==> config.mk <==
export PLATFORM = sky130hd
export DESIGN_NAME = bitwindow_rd
export DESIGN_NICKNAME = d
export VERILOG_FILES = /design/src/rtl/bitwindow_rd.sv
export SDC_FILE = /design/constraint.sdc
export NUM_CORES = 1
export LEC_CHECK = 0
export ABC_CLOCK_PERIOD_IN_PS = 5750
export BUFFER_PORTS_ARGS = -buffer_cell sky130_fd_sc_hd__buf_2
export CORE_ASPECT_RATIO = 1.4
export CORE_MARGIN = 5
export CORE_UTILIZATION = 45
export DETAILED_ROUTE_END_ITERATION = 16
export PLACE_DENSITY = 0.65
export SYNTH_ARGS = -nofsm -noshare
export SYNTH_HDL_FRONTEND = slang
export SYNTH_SLANG_ARGS = --single-unit
==> constraint.sdc <==
create_clock -name clk -period 5.75 [get_ports clk]
set_clock_uncertainty 0.2 [all_clocks]
set_input_delay 0 -clock clk [delete_from_list [all_inputs] [get_ports clk]]
set_output_delay 0 -clock clk [all_outputs]
set_load 0.05 [all_outputs]
==> src/rtl/bitwindow_rd.sv <==
// Bit-window reader: pulls 32-bit words from a common-clock fifo into a
// left-justified 64-bit buffer and presents the next 24 stream bits, with
// variable-length consume, byte-align, flush and a sticky protocol-error flag.
module bitwindow_rd (
    input  logic        clk,
    input  logic        rst,
    input  logic [31:0] fifo_dout,
    input  logic        fifo_valid,
    input  logic        fifo_empty,
    output logic        fifo_rd_en,
    output logic [23:0] getbits,
    output logic        window_valid,
    input  logic [4:0]  advance,
    input  logic        advance_en,
    input  logic        align_en,
    input  logic        flush,
    output logic        err
);

    localparam int unsigned BUF_W  = 64;
    localparam int unsigned WORD_W = 32;
    localparam int unsigned WIN_W  = 24;
    localparam int unsigned FILL_W = 7;
    localparam int unsigned CNT_W  = 5;

    logic [BUF_W-1:0]  buf_q;
    logic [FILL_W-1:0] fill_q;
    logic              pend_q;
    logic [2:0]        bitpos_q;
    logic              err_q;
    logic              wv_q;
    logic              drop_q;

    logic [CNT_W-1:0]  consume;
    logic              err_set;
    logic              accept;
    logic              spurious;
    logic [FILL_W-1:0] room;
    logic [BUF_W-1:0]  buf_n;
    logic [FILL_W-1:0] fill_n;

    // Request a word only when the whole word is guaranteed to fit
    always_comb begin
        fifo_rd_en = rst && !fifo_empty && !pend_q && !flush
                     && (fill_q <= FILL_W'(WORD_W));
    end

    // Consume amount and error detection for advance/align requests
    always_comb begin
        consume = '0;
        err_set = 1'b0;
        if (advance_en) begin
            if (!wv_q || (advance > CNT_W'(WIN_W))) begin
                err_set = 1'b1;
            end else begin
                consume = advance;
            end
            if (align_en) begin
                err_set = 1'b1;
            end
        end else if (align_en) begin
            if (!wv_q) begin
                err_set = 1'b1;
            end else begin
                consume = CNT_W'(3'(3'd0 - bitpos_q));
            end
        end
    end

    // Shift out consumed bits, then append any returned word behind the rest
    always_comb begin
        spurious = fifo_valid && !drop_q && !pend_q;
        accept   = fifo_valid && !drop_q && (pend_q || (fill_q <= FILL_W'(WORD_W)));
        room     = fill_q - FILL_W'(consume);
        buf_n    = buf_q << consume;
        fill_n   = room;
        if (accept) begin
            buf_n  = buf_n | ({fifo_dout, WORD_W'(0)} >> room);
            fill_n = room + FILL_W'(WORD_W);
        end
    end

    // State update; reset beats flush, flush beats consume/append
    always_ff @(posedge clk) begin
        if (!rst) begin
            buf_q    <= '0;
            fill_q   <= '0;
            pend_q   <= 1'b0;
            bitpos_q <= '0;
            err_q    <= 1'b0;
            wv_q     <= 1'b0;
            drop_q   <= 1'b1;
        end else if (flush) begin
            buf_q    <= '0;
            fill_q   <= '0;
            pend_q   <= 1'b0;
            bitpos_q <= '0;
            wv_q     <= 1'b0;
            drop_q   <= 1'b1;
        end else begin
            buf_q    <= buf_n;
            fill_q   <= fill_n;
            pend_q   <= fifo_rd_en;
            bitpos_q <= bitpos_q + 3'(consume);
            wv_q     <= (fill_n >= FILL_W'(WIN_W));
            drop_q   <= 1'b0;
            if (err_set || spurious) begin
                err_q <= 1'b1;
            end
        end
    end

    // Outputs come straight from state registers
    always_comb begin
        getbits      = buf_q[BUF_W-1 -: WIN_W];
        window_valid = wv_q;
        err          = err_q;
    end

endmodule

==> results of run 1 <==
[metrics by stage]
stage | utilization | area (um^2) | total power (uW) | hold slack [ns]
5_1_grt | 0.486 | 9270 | 3350 | 0.0441
6_report | 0.486 | 9270 | 3220 | 0.00953
2_1_floorplan | - | 8630 | 2040 | -0.121
3_5_place_dp | 0.468 | 8930 | 2560 | -0.0128
4_1_cts | 0.486 | 9270 | 3160 | 0.0122
3_3_place_gp | 0.468 | 8930 | 2560 | -0.0180
[layout make-up]
class | instances | area, um^2
fill | 1899 | 9800
multi-input combinational | 854 | 6460
sequential | 78 | 1560
timing repair buffer | 97 | 563
tap | 248 | 310
clock buffer | 11 | 243
inverter | 19 | 71.3
clock inverter | 5 | 58.8
[per-layer routing]
metal  wire [um]  vias to the layer above  GRT usage
met5           0                        -          0
met4        2900                        0      0.216
met3        2030                      131     0.0345
met2       15100                      442      0.468
met1       12200                     4020      0.330
li1            -                     3935          -
[cell usage after synthesis, types with 3 or more instances]
cell	count	area, um^2
dfxtp_1	78	1560
and3_1	19	119
o21a_1	4	30.0
a22o_1	8	70.1
nand2_1	123	462
o21ai_0	31	155
inv_1	15	56.3
nor2b_1	4	25.0
mux2_2	36	405
o21ai_1	9	45.0
nor3_1	16	80.1
buf_6	3	33.8
a32oi_1	4	35.0
and2_1	15	93.8
a211oi_1	28	210
or3_1	5	31.3
a21boi_0	4	30.0
mux2i_1	248	2480
nor2_1	54	203
nand3_1	34	170
a221oi_1	17	149
clkbuf_1	41	154
o221ai_1	5	43.8
a221o_1	6	60.1
nor4_1	5	31.3
nor3_4	3	48.8
xnor2_1	6	52.6
a221oi_2	3	45.0
buf_4	32	240
a21o_1	4	30.0
xor2_1	3	26.3
inv_2	3	11.3
a21oi_1	51	255
o211ai_1	8	60.1
buf_2	19	95.1
a22oi_1	14	105
a31oi_1	16	100
nand2b_1	7	43.8
o31ai_1	3	22.5
buf_1	15	56.3
ha_1	6	75.1
o22ai_1	7	43.8
a211o_1	4	35.0
[final timing paths]
| path | from | end | cells past startpoint |
|---|---|---|---|
| setup / recovery | bitpos_q[0] | buf_q[22] | 14 |
| hold / removal | fifo_dout[0] | buf_q[17] | 5 |
| setup reg to reg | bitpos_q[0] | buf_q[22] | 14 |
| hold reg to reg | pend_q | pend_q | 1 |
[sequential cells by signal, indices dropped and copies added (netlist names)]
signal / count
bitpos_q: 3
err: 1
fill_q: 7
buf_q: 64
window_valid: 1
drop_q: 1
pend_q: 1
[power groups by stage]
| stage | Sequential [uW] | Combinational (uW) | Clock [uW] |
|---|---|---|---|
| after floorplan | 631 | 1410 | 0 |
| after global placement | 643 | 1920 | 0 |
| after detailed placement | 644 | 1920 | 0 |
| after CTS | 632 | 1930 | 592 |
| after global routing | 637 | 2090 | 622 |
| final | 633 | 1990 | 598 |
[cell families (layout without fill, tap and decap cells)]
| kind of cell | Yosys count | count (layout) | share of synthesized area |
|---|---|---|---|
| AO/OA/AOI/OAI | 243 | 243 | 0.202 |
| AND/OR/NAND/NOR | 301 | 301 | 0.166 |
| adder cells (fa/ha/maj) | 7 | 7 | 0.0110 |
| multiplexers | 293 | 293 | 0.353 |
| XOR/XNOR | 10 | 10 | 0.0110 |
| buffers and inverters | 130 | 132 | 0.0760 |
| flip-flops | 78 | 78 | 0.181 |
[tightest hold or removal path, cell delays in order]
cell      delay (ns)
buf_2           0.11
nand3b_1        0.15
nor3_1          0.08
nand2_1         0.08
o211ai_1        0.09
[timing repair]
item / in CTS / in global routing
hold buffers: 4 / 0
gates resized for setup: 0 / 0
hold endpoints to repair: 6 / 0
==> results.py, run 1 <==
metrics = {
    "status": {
        "status": "completed",
    },
    "synthesis": {
        "ys_types": 78,
        "syn_avg_cell_area_um2": 8.13,
        "syn_nets": 1113,
        "ys_seq_area_frac": 0.181,
        "synth_edf_count": 0,
        "synthArstFlopShare": 0,
        "syn_inst": 1062,
        "synthFlopType": "dfxtp_1",
        "ys_ff_latch": 78,
        "yosys_warnings": 0,
        "synth_area_um2": 8630,
    },
    "placed_design": {
        "gp_congestion": 1.00,
        "dp.cells": 1292,
        "pre_cts_slack_ns": 1.27,
        "dp_hpwl_mm": 25.1,
        "io_buffers": 70,
    },
    "critical_path": {
        "worst_setup_path_end_kind": "flop",
        "critPathKind": "reg -> reg",
        "crit_fanout": 20,
        "r2r_slack_ns": 1.10,
        "cp_cell_sequence": "nand2_1 > o22ai_1 > nand2_1 > inv_2 > ha_1 > nor2b_1 > o211a_4 > o41ai_1 > o21ai_1 > a22o_1 > nor2_2 > buf_4 > a22oi_1 > a21oi_1",
        "crit_arrival_ns": 4.68,
        "worstPathRequired_ns": 5.77,
        "crit_family": "compound AO/OA/AOI/OAI gates",
        "path_common_cell": "nand2_1",
        "cp-start-kind": "flop",
        "cp.buffers_inverters": 2,
        "cpPeakStageDelay_ns": 0.66,
        "crit_slowest_cell": "nor2_2",
    },
    "timing": {
        "hold_viol_final": 0,
        "setup_tns_ns": 0,
        "setup_viol_count_final": 0,
        "maxSlewHeadroom": 0.245,
        "fin_crit_ns": 4.65,
        "drv_slew": 0,
        "post-route-period-util": 0.809,
        "tightest_slew_ns": 1.13,
        "max_freq_mhz": 215,
        "rsz0062_at_grt": "no",
        "setup_ws_ns": 1.10,
    },
    "routing": {
        "wl_per_cell_um": 24.6,
        "dr.first_iter.drc_count": 936,
        "vias": 8528,
        "viasPerCell": 6.50,
        "ant_nets": 0,
        "drc": 0,
        "routed_wl_mm": 32.3,
        "firstDrtPassIters": 5,
    },
    "finish": {
        "layout_commonest_cell": "mux2i_1",
        "layout_common_cells": "mux2i_1, nand2_1, dfxtp_1",
        "insertedDiodeCount": 0,
        "layout.nets": 1110,
        "instances_no_fill": 1312,
        "drive_above_1_share": 0.169,
        "area_growth_pct": 7.38,
    },
    "power_and_ir_drop": {
        "cellInternalPower_uw": 1580,
        "p_sw_uw": 1640,
        "ir_drop_mv": 0.182,
        "power_density_nw_per_um2": 347,
        "p_clk_frac": 0.186,
        "power.leakage_uw": 0.00362,
        "p_seq_frac": 0.197,
        "combPwrFrac": 0.617,
        "switching_share": 0.509,
    },
    "global_routing": {
        "grt_max_degree": 51,
        "grt_overflow": 0,
        "grt_pass1_wl_mm": 48.6,
        "grt_pass1_vias": 8347,
        "grt.total_usage": 0.283,
        "antenna_found_initial": 0,
    },
    "clock_tree": {
        "clockRootBuffer": "clkbuf_16",
        "clock_path_buffers": 2,
        "cts_max_level": 3,
        "cts_made_buffers": 9,
        "cts.sinks": 78,
        "clkLatencyLatePin_ns": 0.35,
        "clk_pin_slew_ns": 0.07,
        "cts_tree": "built",
        "post-cts-setup-buffers": 0,
    },
    "floorplanning": {
        "die_y_um": 174,
        "coreArea_um2": 19100,
        "fp.dieW_um": 127,
        "fp-row-count": 60,
        "ios": 71,
        "initial_utilization": 0.453,
        "die-area_um2": 22100,
    },
    "job": {
        "maxCapViolCount": 0,
    },
    "worst_hold_path": {
        "hp-class": "in -> reg",
    },
}
Note: power is estimated with default switching activity, not from simulation.
==> inputs of run 2 (changes only) <==
Settings changed: ABC_AREA set to 1, ABC_CLOCK_PERIOD_IN_PS 5750 to 4410.
Clock period 5.75 ns to 4.41 ns, I/O delays scaled along.
==> results.py, run 2 <==
metrics = {
    "floorplanning": {
        "fp.dieW_um": 133,
        "fp-row-count": 63,
        "initial_utilization": 0.453,
        "ios": 71,
        "coreArea_um2": 21000,
        "die-area_um2": 24200,
        "die_y_um": 182,
    },
    "timing": {
        "setup_viol_count_final": 0,
        "maxSlewHeadroom": 0.350,
        "hold_viol_final": 0,
        "tightest_slew_ns": 0.975,
        "drv_slew": 0,
        "max_freq_mhz": 274,
        "setup_ws_ns": 0.755,
        "rsz0062_at_grt": "no",
        "post-route-period-util": 0.829,
        "fin_crit_ns": 3.66,
        "setup_tns_ns": 0,
    },
    "job": {
        "maxCapViolCount": 0,
    },
    "clock_tree": {
        "clockRootBuffer": "clkbuf_16",
        "clock_path_buffers": 2,
        "cts_max_level": 3,
        "clkLatencyLatePin_ns": 0.35,
        "cts_tree": "built",
        "cts_made_buffers": 9,
        "cts_resized": 0,
        "clk_pin_slew_ns": 0.07,
        "cts.sinks": 78,
    },
    "synthesis": {
        "syn_nets": 1929,
        "ys_seq_area_frac": 0.164,
        "yosys.area.top_type_share": 0.302,
        "ys_types": 37,
        "syn_inst": 1878,
        "synth_commonest_cells": "nand2_1, nand3_1, o21ai_0, inv_1, nor2_1",
        "synthTopCellsByArea": "nand2_1, dfxtp_1, nand3_1",
        "yosys_warnings": 0,
        "synthArstFlopShare": 0,
        "synth_area_um2": 9500,
        "yosys.area.top_type": "nand2_1",
        "synth_edf_count": 0,
        "synthFlopType": "dfxtp_1",
        "ys_ff_latch": 78,
        "syn_avg_cell_area_um2": 5.06,
        "yosysMostFrequentCell": "nand2_1",
    },
    "global_routing": {
        "grt_pass1_wl_mm": 53.4,
        "grt_pass1_vias": 10200,
        "grt_overflow": 0,
        "grt_max_degree": 111,
        "grt.total_usage": 0.270,
        "antenna_found_initial": 0,
    },
    "finish": {
        "largest_register_ffs": 64,
        "top_regs": "buf_q x64, fill_q x7, bitpos_q x3",
        "layout_common_cells": "nand2_1, nand3_1, o21ai_0",
        "regMostFlops": "buf_q",
        "layout_commonest_cell": "nand2_1",
        "drive_above_1_share": 0.0797,
        "insertedDiodeCount": 0,
        "layout.nets": 1892,
        "area_growth_pct": 5.53,
    },
    "routing": {
        "ant_nets": 0,
        "dr.first_iter.drc_count": 1291,
        "wl_per_cell_um": 16.0,
        "routed_wl_mm": 33.6,
        "drc": 0,
        "vias": 11500,
        "viasPerCell": 5.45,
        "firstDrtPassIters": 6,
    },
    "critical_path": {
        "startpoint": "window_valid",
        "critPathKind": "reg -> reg",
        "cp_cell_sequence": "nand3_1 > nand2_1 > nand2_2 > inv_1 > ha_1 > inv_1 > ha_1 > buf_4 > inv_1 > buf_4 > nand2_1 > o21ai_0 > inv_1 > nand2_1 > nand2_1 > nand2_1 > nand2_1 > nor2_1 > nand2_1 > a31oi_1",
        "crit_arrival_ns": 3.73,
        "crit_fanout": 21,
        "worst_setup_path_end_kind": "flop",
        "cpPeakStageDelay_ns": 0.46,
        "cp-start-kind": "flop",
        "path_common_cell": "nand2_1",
        "r2r_start": "window_valid",
        "worstPathRequired_ns": 4.48,
        "crit_slowest_cell": "dfxtp_1",
    },
    "placed_design": {
        "pre_cts_slack_ns": 0.779,
        "dp_hpwl_mm": 25.4,
        "gp_congestion": 0.967,
        "io_buffers": 70,
    },
    "status": {
        "status": "completed",
    },
    "power_and_ir_drop": {
        "ir_drop_mv": 0.300,
        "power.leakage_uw": 0.00522,
        "power_density_nw_per_um2": 524,
    },
    "worst_hold_path": {
        "min_from": "fifo_dout[0]",
        "hp-class": "in -> reg",
    },
}
-- run 2: changes by cell type in the layout (fill, tap and decap cells not counted), sizes merged, moves of 28 or more --
| cell | before | now |
|---|---|---|
| mux2 | 39 | 0 |
| nand2 | 123 | 777 |
| mux2i | 252 | 6 |
| o21ai | 40 | 195 |
| nand3 | 34 | 284 |
| inv | 19 | 163 |
| nor2 | 56 | 123 |
| a211oi | 28 | 0 |
-- run 2: critical path, delay by kind of cell (launching register included) --
family / cells / cell delay (ns)
AO/OA/AOI/OAI: 2 / 0.36
AND/OR/NAND/NOR: 10 / 0.93
flip-flops: 1 / 0.46
buffers and inverters: 6 / 1.13
adder cells (fa/ha/maj): 2 / 0.50
-- run 2: layer usage --
layer,wire (um),vias up,GRT usage
met1,13800,5045,0.332
met2,15900,448,0.465
met5,0,-,0
met3,2180,89,0.0283
met4,1780,0,0.138
li1,-,5889,-
-- run 2: cell families (layout without fill, tap and decap cells) --
family / after synthesis / after routing / synth area share
flip-flops: 78 / 78 / 0.164
buffers and inverters: 316 / 283 / 0.145
adder cells (fa/ha/maj): 7 / 7 / 0.0100
multiplexers: 6 / 6 / 0.00632
AO/OA/AOI/OAI: 252 / 252 / 0.139
XOR/XNOR: 1 / 1 / 0.000922
AND/OR/NAND/NOR: 1218 / 1218 / 0.534
-- run 2: final cells by class --
type,count,area (um^2)
Clock buffer,11,233
Multi-Input combinational cell,1484,6580
Sequential cell,78,1560
Tap cell,260,325
Fill cell,2397,10900
Inverter,164,618
Clock inverter,4,72.6
Timing Repair Buffer,104,643
-- run 2: path summary, 6_finish.rpt --
| path | to | depth (start not counted) | slack, ns |
|---|---|---|---|
| worst min-delay path | buf_q[1] | 5 | 0.005 |
| worst max register to register | buf_q[55] | 20 | 0.75 |
| worst max-delay path | buf_q[55] | 20 | 0.75 |
| worst min register to register | pend_q | 1 | 0.26 |
-- run 2: stage by stage --
step	instance area [um^2]	hold WS [ns]	util	std cells	power, uW
after global placement	9670	-0.0177	0.461	2085	4360
after detailed placement	9670	-0.0156	0.461	2085	4380
final	10000	0.00476	0.478	2105	5250
after CTS	10000	0.00957	0.478	2105	5200
after global routing	10000	0.0289	0.478	2105	5760
after floorplan	9500	-0.121	-	1878	3670
-- run 2: timing repair --
action | CTS | global route
buffers inserted | 0 | 0
hold buffers | 5 | 0
hold endpoints to repair | 16 | 0
-- run 2: report_power, final --
group / total, uW / switching [uW] / leakage [uW] / internal, uW
logic: 3550 / 2500 / 0.00444 / 1050
clock network: 818 / 326 / 0.000146 / 493
registers: 884 / 88.0 / 0.000635 / 796
==> inputs of run 3 (changes only) <==
Settings changed: ABC_CLOCK_PERIOD_IN_PS 4410 to 3500.
Clock period 4.41 ns to 3.5 ns, I/O delays scaled along.
==> results.py, run 3 (synthesized netlist as in run 2, its figures left out) <==
metrics = {
    "critical_path": {
        "crit_fanout": 49,
        "worst_setup_path_end_kind": "flop",
        "cp-start-kind": "flop",
        "crit_arrival_ns": 3.21,
        "worstPathRequired_ns": 3.59,
        "critPathKind": "reg -> reg",
        "r2r_cells": 17,
    },
    "finish": {
        "insertedDiodeCount": 0,
        "drive_above_1_share": 0.0905,
        "layout_commonest_cell": "nand2_1",
        "multi_input_area_um2": 6580,
        "layout.nets": 1913,
        "area_growth_pct": 7.75,
        "post-route-util": 0.488,
        "regMostFlops": "buf_q",
        "top_regs": "buf_q x64, fill_q x7, bitpos_q x3",
        "layout_common_cells": "nand2_1, nand3_1, o21ai_0",
        "largest_register_ffs": 64,
        "register_area_um2": 1560,
        "fillers": 2390,
    },
    "clock_tree": {
        "post-cts-setup-buffers": 0,
        "cts_hold_buf": 6,
        "cts_made_buffers": 9,
        "cts_resized": 0,
        "cts.sinks": 78,
        "clockRootBuffer": "clkbuf_16",
        "clk_pin_slew_ns": 0.07,
        "clkLatencyLatePin_ns": 0.36,
        "cts_tree": "built",
        "cts_max_level": 3,
        "clock_path_buffers": 2,
    },
    "floorplanning": {
        "die-area_um2": 24200,
        "ios": 71,
        "coreArea_um2": 21000,
        "initial_utilization": 0.453,
        "fp.dieW_um": 133,
        "die_y_um": 182,
        "fp-row-count": 63,
    },
    "routing": {
        "dr.first_iter.drc_count": 1264,
        "vias": 11700,
        "viasPerCell": 5.50,
        "routed_wl_mm": 34.4,
        "firstDrtPassIters": 8,
        "drc": 0,
        "wl_per_cell_um": 16.2,
        "ant_nets": 0,
    },
    "timing": {
        "drv_slew": 0,
        "setup_viol_count_final": 0,
        "setup_tns_ns": 0,
        "rsz0062_at_grt": "no",
        "hold_viol_final": 0,
        "max_freq_mhz": 321,
        "fin_crit_ns": 3.12,
        "post-route-period-util": 0.890,
        "tightest_slew_ns": 0.742,
        "maxSlewHeadroom": 0.500,
    },
    "worst_hold_path": {
        "hp-class": "in -> reg",
        "min_path_cells": 7,
    },
    "global_routing": {
        "grt_overflow": 0,
        "grt_pass1_vias": 10300,
        "grt.total_usage": 0.277,
        "grt_max_degree": 111,
        "antenna_found_initial": 0,
        "grt_pass1_wl_mm": 54.2,
    },
    "placed_design": {
        "io_buffers": 70,
        "gp_congestion": 0.983,
        "dp_hpwl_mm": 26.5,
    },
    "power_and_ir_drop": {
        "power_density_nw_per_um2": 657,
        "ir_drop_mv": 0.554,
        "power.leakage_uw": 0.00532,
    },
    "job": {
        "maxCapViolCount": 0,
    },
    "status": {
        "status": "completed",
    },
}
-- run 3: final timing paths --
kind	startpoint	endpoint	slack [ns]
max reg2reg	window_valid	buf_q[49]	0.38
max	window_valid	buf_q[49]	0.38
min reg2reg	pend_q	pend_q	0.26
min	fifo_dout[31]	buf_q[63]	0.12
-- run 3: cell type report --
class	instances	share of cell area
Tap cell	260	0.0318
Inverter	164	0.0604
Multi-Input combinational cell	1484	0.642
Sequential cell	78	0.153
Clock buffer	11	0.0227
Timing Repair Buffer	125	0.0846
Clock inverter	5	0.00587
-- run 3: layer usage --
| metal | vias to the layer above | track usage | part of all wire |
|---|---|---|---|
| li1 | 5935 | - | - |
| met1 | 5184 | 0.339 | 0.41 |
| met2 | 467 | 0.469 | 0.48 |
| met3 | 110 | 0.0285 | 0.055 |
| met4 | 0 | 0.165 | 0.064 |
| met5 | - | 0 | 0 |
-- run 3: through the flow --
step / area, um^2 / hold slack [ns] / setup WS [ns] / power (uW) / cells
2_1_floorplan: 9500 / -0.121 / 0.149 / 4620 / 1878
3_3_place_gp: 9890 / -0.0180 / 0.418 / 5680 / 2105
3_5_place_dp: 9890 / -0.00891 / 0.414 / 5720 / 2105
4_1_cts: 10200 / 0.0916 / 0.398 / 6690 / 2127
5_1_grt: 10200 / 0.163 / 0.0942 / 7370 / 2127
6_report: 10200 / 0.116 / 0.384 / 6730 / 2127
-- run 3: critical path, cell delays in order (launching register included) --
cell,delay (ns)
dfxtp_2,0.39
nand3_1,0.10
nand2_1,0.07
nand2_2,0.07
inv_1,0.10
ha_1,0.28
buf_12,0.19
o21ai_0,0.35
inv_1,0.07
o21ai_0,0.32
inv_1,0.11
nand3_1,0.09
nand2_1,0.06
nand2_1,0.07
nand2_1,0.08
nor3_1,0.34
nor2_1,0.07
nor2_1,0.08
-- run 3: report_power, final --
group	switching [uW]	internal (uW)	total, uW
logic	3230	1430	4660
registers	104	1000	1110
clock network	410	553	963
total	3740	2990	6730
